### config.mk
export PLATFORM = sky130hd
export DESIGN_NAME = alu_seq_flat
export DESIGN_NICKNAME = d
export VERILOG_FILES = /design/src/rtl/alu_seq_if.sv /design/src/rtl/alu_seq.sv /design/src/flat_wrapper.sv
export SDC_FILE = /design/constraint.sdc
export NUM_CORES = 1
export LEC_CHECK = 0
export CORE_UTILIZATION = 40
export CTS_CLUSTER_DIAMETER = 200
export CTS_CLUSTER_SIZE = 30
export DETAILED_ROUTE_END_ITERATION = 10
export GPL_TIMING_DRIVEN = 0
export PLACE_DENSITY = 0.7
export SYNTH_ARGS = -nofsm -noshare
export SYNTH_HDL_FRONTEND = slang
export SYNTH_SLANG_ARGS = --single-unit
### constraint.sdc
create_clock -name clk_i -period 6.7 [get_ports clk_i]
set_input_delay 1.34 -clock clk_i [delete_from_list [all_inputs] [get_ports clk_i]]
set_output_delay 1.34 -clock clk_i [all_outputs]
set_load 0.1 [all_outputs]
### src/rtl/alu_seq_if.sv
// alu_seq_if: operand/result handshake bundle between operand fetch, the ALU and writeback
interface alu_seq_if #(
  parameter int N = 4
);
  logic         flush_i;
  logic         in_valid_i;
  logic         in_ready_o;
  logic [N-1:0] a_i;
  logic [N-1:0] b_i;
  logic [2:0]   opcode_i;
  logic         out_valid_o;
  logic         out_ready_i;
  logic [N-1:0] result_o;
  logic [3:0]   ALUFlags;
  modport slave (
    input  flush_i, in_valid_i, a_i, b_i, opcode_i, out_ready_i,
    output in_ready_o, out_valid_o, result_o, ALUFlags
  );
  modport master (
    output flush_i, in_valid_i, a_i, b_i, opcode_i, out_ready_i,
    input  in_ready_o, out_valid_o, result_o, ALUFlags
  );
endinterface

### src/rtl/alu_seq.sv
// alu_seq: handshaked N-bit ALU with registered NZCV flags and an iterative shift-add multiplier
module alu_seq #(
  parameter int N = 4
) (
  input logic      clk_i,
  input logic      rst_ni,
  alu_seq_if.slave bus
);
  localparam int SHW = $clog2(N);
  typedef enum logic [1:0] {IDLE, MUL, DONE} state_t;
  state_t           state, state_nx;
  logic [N-1:0]     a, b, alu_r, mplier, result_q;
  logic [2:0]       op;
  logic [SHW-1:0]   s, cnt;
  logic [N:0]       sum, shl, shr;
  logic [2*N-1:0]   mcand, acc, acc_nx;
  logic [3:0]       alu_f, mul_f, flags_q;
  logic             alu_c, alu_v, accept, last;
  assign a = bus.a_i;
  assign b = bus.b_i;
  assign op = bus.opcode_i;
  assign s = bus.b_i[SHW-1:0];
  assign accept = bus.in_valid_i && state == IDLE;
  assign last = state == MUL && cnt == SHW'(N - 1);
  assign bus.in_ready_o = state == IDLE;
  assign bus.out_valid_o = state == DONE;
  assign bus.result_o = result_q;
  assign bus.ALUFlags = flags_q;
  // single-cycle result; SUB reuses the adder as a + ~b + 1, shifts carry the last bit out in an extra position
  always_comb begin
    sum = {1'b0, a} + {1'b0, (op[0] ? ~b : b)} + (N + 1)'(op[0]);
    shl = {1'b0, a} << s;
    shr = {a, 1'b0} >> s;
    alu_r = '0;
    alu_c = 1'b0;
    alu_v = 1'b0;
    case (op)
      3'b000: begin
        alu_r = sum[N-1:0];
        alu_c = sum[N];
        alu_v = (a[N-1] == b[N-1]) && (sum[N-1] != a[N-1]);
      end
      3'b001: begin
        alu_r = sum[N-1:0];
        alu_c = sum[N];
        alu_v = (a[N-1] != b[N-1]) && (sum[N-1] != a[N-1]);
      end
      3'b010: alu_r = a & b;
      3'b011: alu_r = a | b;
      3'b100: alu_r = a ^ b;
      3'b101: begin
        alu_r = shl[N-1:0];
        alu_c = shl[N];
      end
      3'b110: begin
        alu_r = shr[N:1];
        alu_c = shr[0];
      end
      default: alu_r = '0;
    endcase
    alu_f = {alu_r[N-1], alu_r == '0, alu_c, alu_v};
  end
  // one multiplier bit per cycle, LSB first; flags come from the final accumulated product
  always_comb begin
    acc_nx = acc + (mplier[0] ? mcand : '0);
    mul_f = {acc_nx[N-1], acc_nx[N-1:0] == '0, |acc_nx[2*N-1:N], |acc_nx[2*N-1:N]};
  end
  // state register
  always_ff @(posedge clk_i or negedge rst_ni)
    if (!rst_ni) state <= IDLE;
    else state <= state_nx;
  // next state; flush overrides both accept and pop
  always_comb begin
    state_nx = state;
    case (state)
      IDLE: if (accept) state_nx = op == 3'b111 ? MUL : DONE;
      MUL: if (last) state_nx = DONE;
      DONE: if (bus.out_ready_i) state_nx = IDLE;
      default: state_nx = IDLE;
    endcase
    if (bus.flush_i) state_nx = IDLE;
  end
  // operand capture, multiplier iteration and result/flag registers
  always_ff @(posedge clk_i or negedge rst_ni)
    if (!rst_ni) begin
      result_q <= '0;
      flags_q <= '0;
      mcand <= '0;
      mplier <= '0;
      acc <= '0;
      cnt <= '0;
    end else if (!bus.flush_i) begin
      if (accept && op == 3'b111) begin
        mcand <= {{N{1'b0}}, a};
        mplier <= b;
        acc <= '0;
        cnt <= '0;
      end else if (accept) begin
        result_q <= alu_r;
        flags_q <= alu_f;
      end else if (state == MUL) begin
        acc <= acc_nx;
        mcand <= mcand << 1;
        mplier <= mplier >> 1;
        cnt <= cnt + 1'b1;
        if (last) begin
          result_q <= acc_nx[N-1:0];
          flags_q <= mul_f;
        end
      end
    end
endmodule

### src/flat_wrapper.sv
// flat-port wrapper written by rule: the top's interface ports become plain ports
module alu_seq_flat 
#(
  parameter int N = 4
)
  (clk_i, rst_ni, bus_flush_i, bus_in_valid_i, bus_a_i, bus_b_i, bus_opcode_i, bus_out_ready_i, bus_in_ready_o, bus_out_valid_o, bus_result_o, bus_ALUFlags);
  alu_seq_if #(.N(N)) bus_i ();
  input logic clk_i;
  input logic rst_ni;
  input wire logic [$bits(bus_i.flush_i)-1:0] bus_flush_i;
  input wire logic [$bits(bus_i.in_valid_i)-1:0] bus_in_valid_i;
  input wire logic [$bits(bus_i.a_i)-1:0] bus_a_i;
  input wire logic [$bits(bus_i.b_i)-1:0] bus_b_i;
  input wire logic [$bits(bus_i.opcode_i)-1:0] bus_opcode_i;
  input wire logic [$bits(bus_i.out_ready_i)-1:0] bus_out_ready_i;
  output wire logic [$bits(bus_i.in_ready_o)-1:0] bus_in_ready_o;
  output wire logic [$bits(bus_i.out_valid_o)-1:0] bus_out_valid_o;
  output wire logic [$bits(bus_i.result_o)-1:0] bus_result_o;
  output wire logic [$bits(bus_i.ALUFlags)-1:0] bus_ALUFlags;
  assign bus_i.flush_i = bus_flush_i;
  assign bus_i.in_valid_i = bus_in_valid_i;
  assign bus_i.a_i = bus_a_i;
  assign bus_i.b_i = bus_b_i;
  assign bus_i.opcode_i = bus_opcode_i;
  assign bus_i.out_ready_i = bus_out_ready_i;
  assign bus_in_ready_o = bus_i.in_ready_o;
  assign bus_out_valid_o = bus_i.out_valid_o;
  assign bus_result_o = bus_i.result_o;
  assign bus_ALUFlags = bus_i.ALUFlags;
  alu_seq #(.N(N)) u_core (.clk_i(clk_i), .rst_ni(rst_ni), .bus(bus_i));
endmodule
==> impl_results.md, run 1 <==
* Area growth from synthesis to layout at 18.5%
* RSZ-0062 raised after global routing: false
* First-pass GRT wire length at around 9600 µm
* Tot GR Track Use at 19.3%
* Yosys warnings at 0
* Comb pwr share at 33.4%
* DRC viols at 0
* Clock Skews at 0.00546 ns
* Post-Synthesis Cells at 272
* DP Area at around 0.0028 mm²
* Hold-critical path depth at 2
* Die Y at roughly 81 µm
* Initial Util at 41.6%
* DR vias/cell at between 5 and 6
* H-tree depth at 2
* Pre-CTS WS at between 2 and 2.5 ns
* Total CTS buffers at 5
* Design Power at approximately 620 µW
* Hold WC Path Type: reg -> reg
* Finished Core Util at about half
* Clk buf depth at 2
* Final std cells w/o fill at between 300 and 400
* Pleak at around 1.4 nW
* Clock root cell: clkbuf_8
* Dpl cells at between 300 and 400
* Worst hold slack at ~0.48 ns
* CTS Hold Bufs at 0
* Final WL at ~5700 µm
* CTS tree: done
* Final min period at between 4 and 5 ns
* Setup Buffers After CTS at 0
* Pint at 400 µW
* TritonRoute pass-1 iters at 4
* Distinct cells, synth at 56
* Period utilization at between 60% and 70%
* Sequential-to-total area share from yosys stat at 31.5%
* Boundary Pins at 26
* Hold endpoint: u_core.bus.result_o[2]$_DFFE_PN0P_
* FF-to-FF path depth at 9
* DRT iter0 DRCs at roughly 110
* Die Area at between 0.006 and 0.007 mm²
* Routed Antenna Nets at 0
* CP Data Arrival Time at 4.63 ns
* Final TNS setup at 0 ns
* Maximum clock frequency at 226 MHz
* Crit path capture type: register
* FF-to-FF setup slack at 3.69 ns
* Setup Viol. Count Final at 0
* Design area at slightly below 0.003 mm²
* Chip Width at between 80 and 90 µm
* Number of max-cap violations at 0
* Hold path start: u_core.bus.result_o[2]$_DFFE_PN0P_
* Gpl congestion at around 0.86
* PnR worst setup slack at 2.27 ns
* Final #Nets at roughly 340
* EDFF count, synth at 0
* Post-synth top cells: dfrtp_1, nand2_1, ha_1, nor2_1, a22o_1
* Area share of the largest cell type after synthesis at around a third
* Ant diodes at 0
* Core Footprint at between 0.005 and 0.006 mm²
* PD cells at around 210 mW/mm²
* Critical Path Stages at 11
* Sw Ratio at a little over a third
* Startpoint Class: input port
* Worst path bufs/invs at 3
* Synth area leaders: dfrtp_1, ha_1, a22o_1, nand2_1, mux2i_1
* Final Hold Vio Count at 0
* CP max stage cell: clkdlybuf4s50_1
* Grt ovf at 0
* Hpwl dp at 4320 µm
* Net Sw Power at around 220 µW
* Pin count of the biggest net entering global routing at 32
* Final Max Slew Viols at 0
* Ys flop type: dfrtp_1
* Synth Register Bits at 31
* Post-synthesis net count at 310
* Post-cts resize count at 0
* Worst r2r dst: u_core.bus.ALUFlags[1]$_DFFE_PN0P_
* CP required at 6.90 ns
* Crit path kind: in -> reg
* Via count of the first global-routing pass at between 2000 and 2500
* CP Max Fanout at 10
* Rows at 28
* Clock Power Share at a little under a third
* Area of the mapped netlist at roughly 0.0025 mm²
* Count leader, synth: dfrtp_1
* Max stage delay on crit path at roughly 0.55 ns
* Async set-reset flop share out of synthesis at between 90% and 100%
* Clock Sinks at 31
* Worst-path clk slew at ~0.060 ns
* Avg Inst Size Synth at slightly above 9 µm²
* CP Cell Sequence: clkdlybuf4s50_1 -> buf_4 -> buf_2 -> xor2_1 -> ha_1 -> nor4b_1 -> a2111oi_2 -> o311ai_1 -> a211o_1 -> or4_1 -> o21ai_1
* Crit-path leading delay family: buffers and inverters
* Via count at 2115
* Max_slew headroom at between 30% and 40%
* Status: finished clean
* Max VDD drop at between 0.1 and 0.15 mV
* Yosys top cell by area: dfrtp_1
* Reg power frac at a little over a third
* Initial antenna violation count at 0
* WL/cell at approximately 15 µm
* RR Startpoint: u_core.mplier[0]$_DFFE_PN0P_
* Number of port buffers at 25
* Clk Latency, worst-skew pair at 0.28 ns
* Worst-Margin Slew at ~1 ns
* Layout cells sized above 1 at 7.54%
-- kinds of logic (layout without fill, tap and decap cells) --
kind of cell	after synthesis	after routing	share of synthesized area (%)
xor+xnor	13	13	4.62
simple gates	92	92	20.1
buf+inv	24	57	4.92
fa+ha+maj	22	22	11.8
compound gates	78	78	22.1
flops	31	31	31.5
mux	12	12	5.03
-- sequential cells by signal, summed over array words and instances (netlist names) --
signal               count
u_core.bus.ALUFlags      3
u_core.cnt               2
u_core.acc               8
u_core.bus.result_o      4
u_core.state             2
u_core.mcand             8
u_core.mplier            4
-- power groups by stage --
stage,clock (mW),combinational [mW],sequential [mW]
3_5_place_dp,0,0.209,0.229
2_1_floorplan,0,0.105,0.274
4_1_cts,0.192,0.210,0.226
5_1_grt,0.202,0.226,0.229
3_3_place_gp,0,0.205,0.229
6_report,0.190,0.209,0.226
-- final cells by class --
type	count	area (µm²)
plain buffers	13	80.1
clock buffers	6	82.6
clock inverters	2	35.0
fillers	557	3000
inverters	11	41.3
multi-input cells	217	1570
flip-flops and latches	31	776
well taps	75	93.8
repair buffers	25	245
-- cell usage in the layout (no fill, tap or decap), types with 3 or more instances in the layout --
| master | Yosys | layout |
|---|---|---|
| a22oi_1 | 4 | 4 |
| and3b_1 | 3 | 3 |
| nor2b_1 | 7 | 7 |
| nand3_1 | 6 | 6 |
| o21ai_1 | 7 | 7 |
| a22o_1 | 15 | 15 |
| clkbuf_1 | 6 | 6 |
| nor2_1 | 16 | 16 |
| clkbuf_8 | 0 | 6 |
| dfrtp_1 | 31 | 31 |
| xnor2_1 | 6 | 6 |
| clkdlybuf4s50_1 | 0 | 24 |
| and2_1 | 11 | 11 |
| a211oi_1 | 4 | 4 |
| o21ai_0 | 12 | 12 |
| xor2_1 | 7 | 7 |
| a21oi_1 | 14 | 14 |
| nand2_1 | 26 | 26 |
| o211ai_1 | 3 | 3 |
| inv_1 | 11 | 11 |
| buf_4 | 4 | 4 |
| mux2i_1 | 9 | 9 |
| ha_1 | 20 | 20 |
| nand2b_1 | 5 | 5 |
-- worst max-delay path by stage --
stage / start / endpoint / slack (ns)
final: bus_opcode_i[0] / u_core.bus.ALUFlags[2]$_DFFE_PN0P_ / 2.27
after detailed placement: bus_opcode_i[0] / u_core.bus.ALUFlags[2]$_DFFE_PN0P_ / 2.01
after global routing: bus_opcode_i[0] / u_core.bus.ALUFlags[2]$_DFFE_PN0P_ / 2.10
after floorplan: bus_opcode_i[0] / u_core.bus.ALUFlags[2]$_DFFE_PN0P_ / 2.95
after global placement: bus_opcode_i[0] / u_core.bus.ALUFlags[2]$_DFFE_PN0P_ / 2.11
after CTS: bus_opcode_i[0] / u_core.bus.ALUFlags[2]$_DFFE_PN0P_ / 2.29
-- tightest hold or removal path, cell delays in order, from the launching register on --
cell,delay [ns]
dfrtp_1,0.34
nand2_1,0.04
o21ai_0,0.06
-- metal layers --
layer | global-route usage [%] | wire length, µm
met1 | 26.3 | 2770
met2 | 31.3 | 2620
met3 | 3.07 | 212
met4 | 5.54 | 57
met5 | 0 | 0
Power figures use the tool's default switching activity.
==> run 2: changes to the inputs <==
--- a/config.mk
+++ b/config.mk
@@ -10,7 +10,7 @@
 export CTS_CLUSTER_SIZE = 30
 export DETAILED_ROUTE_END_ITERATION = 10
 export GPL_TIMING_DRIVEN = 0
-export PLACE_DENSITY = 0.7
+export PLACE_DENSITY = 0.72
 export SYNTH_ARGS = -nofsm -noshare
 export SYNTH_HDL_FRONTEND = slang
 export SYNTH_SLANG_ARGS = --single-unit
==> constraint.sdc (replaced) <==
create_clock -name clk_i -period 3.9 [get_ports clk_i]
set_input_delay 0.78 -clock clk_i [delete_from_list [all_inputs] [get_ports clk_i]]
set_output_delay 0.78 -clock clk_i [all_outputs]
set_load 0.1 [all_outputs]
==> impl_results.md, run 2 (synthesis gave the netlist of run 1 again) <==
* Status: finished clean
* Crit path capture type: register
* WL/cell at about 15 µm
* Worst-Margin Slew at about 1 ns
* Setup Buffers After CTS at 0
* PnR worst setup slack at between 0.2 and 0.25 ns
* Final min period at 3.67 ns
* Grt ovf at 0
* Gpl congestion at about 0.87
* Max_slew headroom at around a third
* Total CTS buffers at 5
* Routed Antenna Nets at 0
* Setup Viol. Count Final at 0
* Final #Nets at between 300 and 400
* Final std cells w/o fill at roughly 380
* Clock root cell: clkbuf_8
* Design area at slightly below 0.003 mm²
* Via count at roughly 2100
* Number of port buffers at 25
* Crit-path leading delay family: compound AO/OA/AOI/OAI gates
* Chip Width at 80.5 µm
* Number of max-cap violations at 0
* PD cells at 367 mW/mm²
* Startpoint Class: input port
* CP Data Arrival Time at 3.87 ns
* Maximum clock frequency at 273 MHz
* Final TNS setup at 0 ns
* Clk buf depth at 2
* Max VDD drop at 0.256 mV
* Die Y at 80.5 µm
* Rows at 28
* Via count of the first global-routing pass at between 2000 and 2500
* Worst path bufs/invs at 2
* FF-to-FF setup slack at approximately 0.95 ns
* Period utilization at 94.0%
* Clk Latency, worst-skew pair at ~0.28 ns
* Hold WC Path Type: reg -> reg
* Worst-path clk slew at ~0.06 ns
* Final Hold Vio Count at 0
* DR vias/cell at 5.57
* Initial antenna violation count at 0
* Die Area at around 0.0065 mm²
* Hpwl dp at between 4000 and 5000 µm
* Final WL at roughly 5600 µm
* Final Max Slew Viols at 0
* Crit path kind: in -> reg
* TritonRoute pass-1 iters at 4
* Top flop regs: u_core.acc x8, u_core.mcand x8
* CP max stage cell: clkdlybuf4s50_1
* Area growth from synthesis to layout at 18.6%
* Ant diodes at 0
* Core Footprint at around 0.0059 mm²
* DP Area at approximately 0.0028 mm²
* CP Cell Sequence: clkdlybuf4s50_1 -> buf_4 -> xor2_1 -> ha_1 -> nor4b_1 -> a2111oi_2 -> o311ai_2 -> a211o_1 -> or4_1 -> o21ai_1
* Finished Core Util at roughly half
* CP required at a little over 4 ns
* CTS Hold Bufs at 0
* Pleak at 1.36 nW
* Commonest non-fill, non-tap cell in the layout: dfrtp_1
* Tot GR Track Use at about a fifth
* CP Max Fanout at 19
* Post-cts resize count at 0
* Dpl cells at between 300 and 400
* First-pass GRT wire length at roughly 9600 µm
* CTS tree: done
* Clock Skews at about 0.0039 ns
* Max stage delay on crit path at roughly 0.55 ns
* FILL cells at 559
* Clock Sinks at 31
* Boundary Pins at 26
* Most frequent cells in the layout: dfrtp_1, nand2_1, clkdlybuf4s50_1, ha_1, nor2_1
* DRT iter0 DRCs at ~120
* Pin count of the biggest net entering global routing at 32
* Pre-CTS WS at -0.224 ns
* DRC viols at 0
* H-tree depth at 2
* RSZ-0062 raised after global routing: false
* Initial Util at about two fifths
* Layout cells sized above 1 at 7.57%
[run 2: path summary, 6_finish.rpt]
path,startpoint,to,cells after the start
hold reg to reg,u_core.bus.result_o[2]$_DFFE_PN0P_,u_core.bus.result_o[2]$_DFFE_PN0P_,2
hold / removal,u_core.bus.result_o[2]$_DFFE_PN0P_,u_core.bus.result_o[2]$_DFFE_PN0P_,2
max in group asynchronous,rst_ni,u_core.acc[7]$_DFFE_PN0P_,1
setup / recovery,bus_opcode_i[0],u_core.bus.ALUFlags[2]$_DFFE_PN0P_,10
min in group asynchronous,rst_ni,u_core.acc[0]$_DFFE_PN0P_,1
setup reg to reg,u_core.mplier[0]$_DFFE_PN0P_,u_core.bus.ALUFlags[1]$_DFFE_PN0P_,9
[run 2: through the flow]
stage	total power, mW	hold WS, ns
after floorplan	0.650	0.450
after global placement	0.745	0.462
after detailed placement	0.752	0.472
after CTS	1.08	0.486
after global routing	1.14	0.520
final	1.07	0.481
[run 2: cell type report]
class                      instances  area, µm²  share of cell area [%]
inverter                          11       41.3                    1.41
sequential                        31        776                    26.5
timing repair buffer              25        245                    8.39
clock buffer                       6       82.6                    2.82
clock inverter                     2       35.0                    1.20
multi-input combinational        217       1580                    53.9
tap                               75       93.8                    3.21
buffer                            12       75.1                    2.57
[run 2: worst reg2reg max path, delay by kind of cell, from the launching register on]
| kind | cells | cell delay (ns) |
|---|---|---|
| AOI/OAI and AO/OA | 5 | 1.43 |
| xor gates and xnor gates | 1 | 0.11 |
| DFF | 1 | 0.45 |
| and+or+nand+nor | 1 | 0.17 |
| adders and majority gates | 2 | 0.63 |
[run 2: power breakdown]
part           total (mW)  internal, mW  leakage (nW)  switching [mW]
Combinational       0.360         0.123         0.880           0.238
Clock               0.324         0.206        0.0612           0.118
Sequential          0.389         0.360         0.419          0.0289
[run 2: layer usage]
metal / wire (µm) / track usage, % / vias to the layer above / part of all wire, %
met2: 2610 / 31.1 / 40 / 47
met3: 161 / 2.73 / 2 / 2.9
met1: 2820 / 26.5 / 1011 / 50
li1: - / - / 1058 / -
met4: 19 / 4.29 / 0 / 0.34
met5: 0 / 0 / - / 0
==> run 3: changes to the inputs <==
--- a/config.mk
+++ b/config.mk
@@ -5,12 +5,15 @@
 export SDC_FILE = /design/constraint.sdc
 export NUM_CORES = 1
 export LEC_CHECK = 0
+export CELL_PAD_IN_SITES_DETAIL_PLACEMENT = 0
+export CELL_PAD_IN_SITES_GLOBAL_PLACEMENT = 1
 export CORE_UTILIZATION = 40
 export CTS_CLUSTER_DIAMETER = 200
 export CTS_CLUSTER_SIZE = 30
 export DETAILED_ROUTE_END_ITERATION = 10
+export GPL_ROUTABILITY_DRIVEN = 0
 export GPL_TIMING_DRIVEN = 0
-export PLACE_DENSITY = 0.72
+export PLACE_DENSITY = 0.87
 export SYNTH_ARGS = -nofsm -noshare
 export SYNTH_HDL_FRONTEND = slang
 export SYNTH_SLANG_ARGS = --single-unit
==> impl_results.md, run 3 (synthesis gave the netlist of run 1 again) <==
* Status: finished clean
* CP max stage cell: clkdlybuf4s50_1
* Initial antenna violation count at 0
* DP Area at ~0.0028 mm²
* CP Max Fanout at 19
* Boundary Pins at 26
* Die Y at 80.5 µm
* First-pass GRT wire length at ~9700 µm
* Clock Sinks at 31
* RR Startpoint: u_core.mplier[0]$_DFFE_PN0P_
* CP Data Arrival Time at around 3.8 ns
* Die Area at roughly 0.0065 mm²
* Max_slew headroom at around a third
* Period utilization at 91.7%
* Chip Width at between 80 and 90 µm
* Crit path kind: in -> reg
* Final WL at about 5700 µm
* Final Max Slew Viols at 0
* Area growth from synthesis to layout at 17.3%
* Pin count of the biggest net entering global routing at 32
* Core Footprint at 0.00592 mm²
* Max stage delay on crit path at ~0.58 ns
* Top flop regs: u_core.acc x8, u_core.mcand x8
* Hold WC Path Type: reg -> reg
* Final TNS setup at 0 ns
* Crit path capture type: register
* Crit-path leading delay family: compound AO/OA/AOI/OAI gates
* Clock root cell: clkbuf_8
* FF-to-FF setup slack at just under 0.9 ns
* Hpwl dp at between 4000 and 5000 µm
* Pleak at about 1.3 nW
* FF-to-FF path depth at 9
* Number of port buffers at 25
* CTS Hold Bufs at 0
* Worst path bufs/invs at 2
* Commonest non-fill, non-tap cell in the layout: dfrtp_1
* Startpoint Class: input port
* H-tree depth at 2
* Number of max-cap violations at 0
* Hold path start: u_core.bus.result_o[1]$_DFFE_PN0P_
* Area of the multi-input gates at ~0.0016 mm²
* Rows at 28
* Hold-critical path depth at 2
* Worst hold slack at 0.478 ns
* CP required at slightly above 4 ns
* Final #Nets at approximately 340
* CP Cell Sequence: clkdlybuf4s50_1 -> buf_6 -> xor2_1 -> ha_1 -> nor4b_1 -> a2111oi_2 -> o311ai_1 -> a211o_1 -> or4_1 -> o21ai_1
* Most frequent cells in the layout: dfrtp_1, nand2_1, clkdlybuf4s50_1, ha_1, nor2_1
* Routed Antenna Nets at 0
* PD cells at between 300 and 400 mW/mm²
* FILL cells at between 500 and 600
* Design area at between 0.002 and 0.003 mm²
* Setup Viol. Count Final at 0
* DRT iter0 DRCs at around 130
* Max VDD drop at between 0.2 and 0.25 mV
* Clock Skews at a little over 0.004 ns
* Final Hold Vio Count at 0
* Worst r2r dst: u_core.bus.ALUFlags[1]$_DFFE_PN0P_
* Total CTS buffers at 5
* Worst-path clk slew at ~0.060 ns
* Register area at between 700 and 800 µm²
* Maximum clock frequency at 280 MHz
* Post-cts resize count at 0
* DRC viols at 0
* RSZ-0062 raised after global routing: false
* Via count at around 2100
* Setup Buffers After CTS at 0
* Initial Util at roughly two fifths
* Design Power at ~1000 µW
* WL/cell at around 15 µm
* Final min period at ~3.6 ns
* Clk buf depth at 2
* DR vias/cell at between 5 and 6
* TritonRoute pass-1 iters at 4
* Layout cells sized above 1 at under 10%
* Grt ovf at 0
* Via count of the first global-routing pass at between 2000 and 2500
* Worst-Margin Slew at between 0.9 and 1 ns
* CTS tree: done
* Tot GR Track Use at between 10% and 20%
* Hold endpoint: u_core.bus.result_o[1]$_DFFE_PN0P_
* Clk Latency, worst-skew pair at approximately 0.29 ns
* Ant diodes at 0
[run 3: metal layers]
metal  global-route usage (%)  vias to the layer above  share of wire (%)
li1                         -                     1053                  -
met1                     27.5                      990                 49
met2                     30.6                       44                 46
met3                     2.73                        6                3.6
met4                     6.43                        0                1.5
met5                        0                        -                  0
[run 3: stage by stage]
| stage | setup WS (ns) | cells | utilization (%) |
|---|---|---|---|
| after global routing | 0.0386 | 378 | 48.8 |
| after global placement | -0.166 | 372 | 47.4 |
| after CTS | 0.0855 | 379 | 48.9 |
| final | 0.326 | 378 | 48.8 |
| after floorplan | 0.715 | 272 | - |
| after detailed placement | -0.198 | 372 | 47.4 |
[run 3: how the worst max path moves through the flow]
stage | start | end | slack (ns) | cells past startpoint
global placement | bus_opcode_i[0] | u_core.bus.ALUFlags[2]$_DFFE_PN0P_ | -0.17 | 11
floorplan | bus_opcode_i[0] | u_core.bus.ALUFlags[2]$_DFFE_PN0P_ | 0.71 | 10
finish | bus_opcode_i[0] | u_core.bus.ALUFlags[2]$_DFFE_PN0P_ | 0.33 | 10
CTS | bus_opcode_i[0] | u_core.bus.ALUFlags[2]$_DFFE_PN0P_ | 0.09 | 11
detailed placement | bus_opcode_i[0] | u_core.bus.ALUFlags[2]$_DFFE_PN0P_ | -0.20 | 11
global route | bus_opcode_i[0] | u_core.bus.ALUFlags[2]$_DFFE_PN0P_ | 0.04 | 10
[run 3: layout make-up]
class                           instances  share of cell area, %
Multi-Input combinational cell        217                   54.2
Sequential cell                        31                   26.8
Timing Repair Buffer                   25                   8.48
Tap cell                               75                   3.25
Clock buffer                            6                   2.86
Buffer                                 12                   2.73
Inverter                               11                   1.43
Clock inverter                          1                  0.173
[run 3: worst min-delay path: stages (launching register included)]
cell	delay (ns)
dfrtp_1	0.34
nand2_1	0.05
o21ai_0	0.06
[run 3: power by group]
group	internal [mW]	total, mW	switching [mW]
logic	0.122	0.358	0.236
clock network	0.138	0.250	0.112
registers	0.360	0.389	0.0294
total	0.620	0.998	0.378
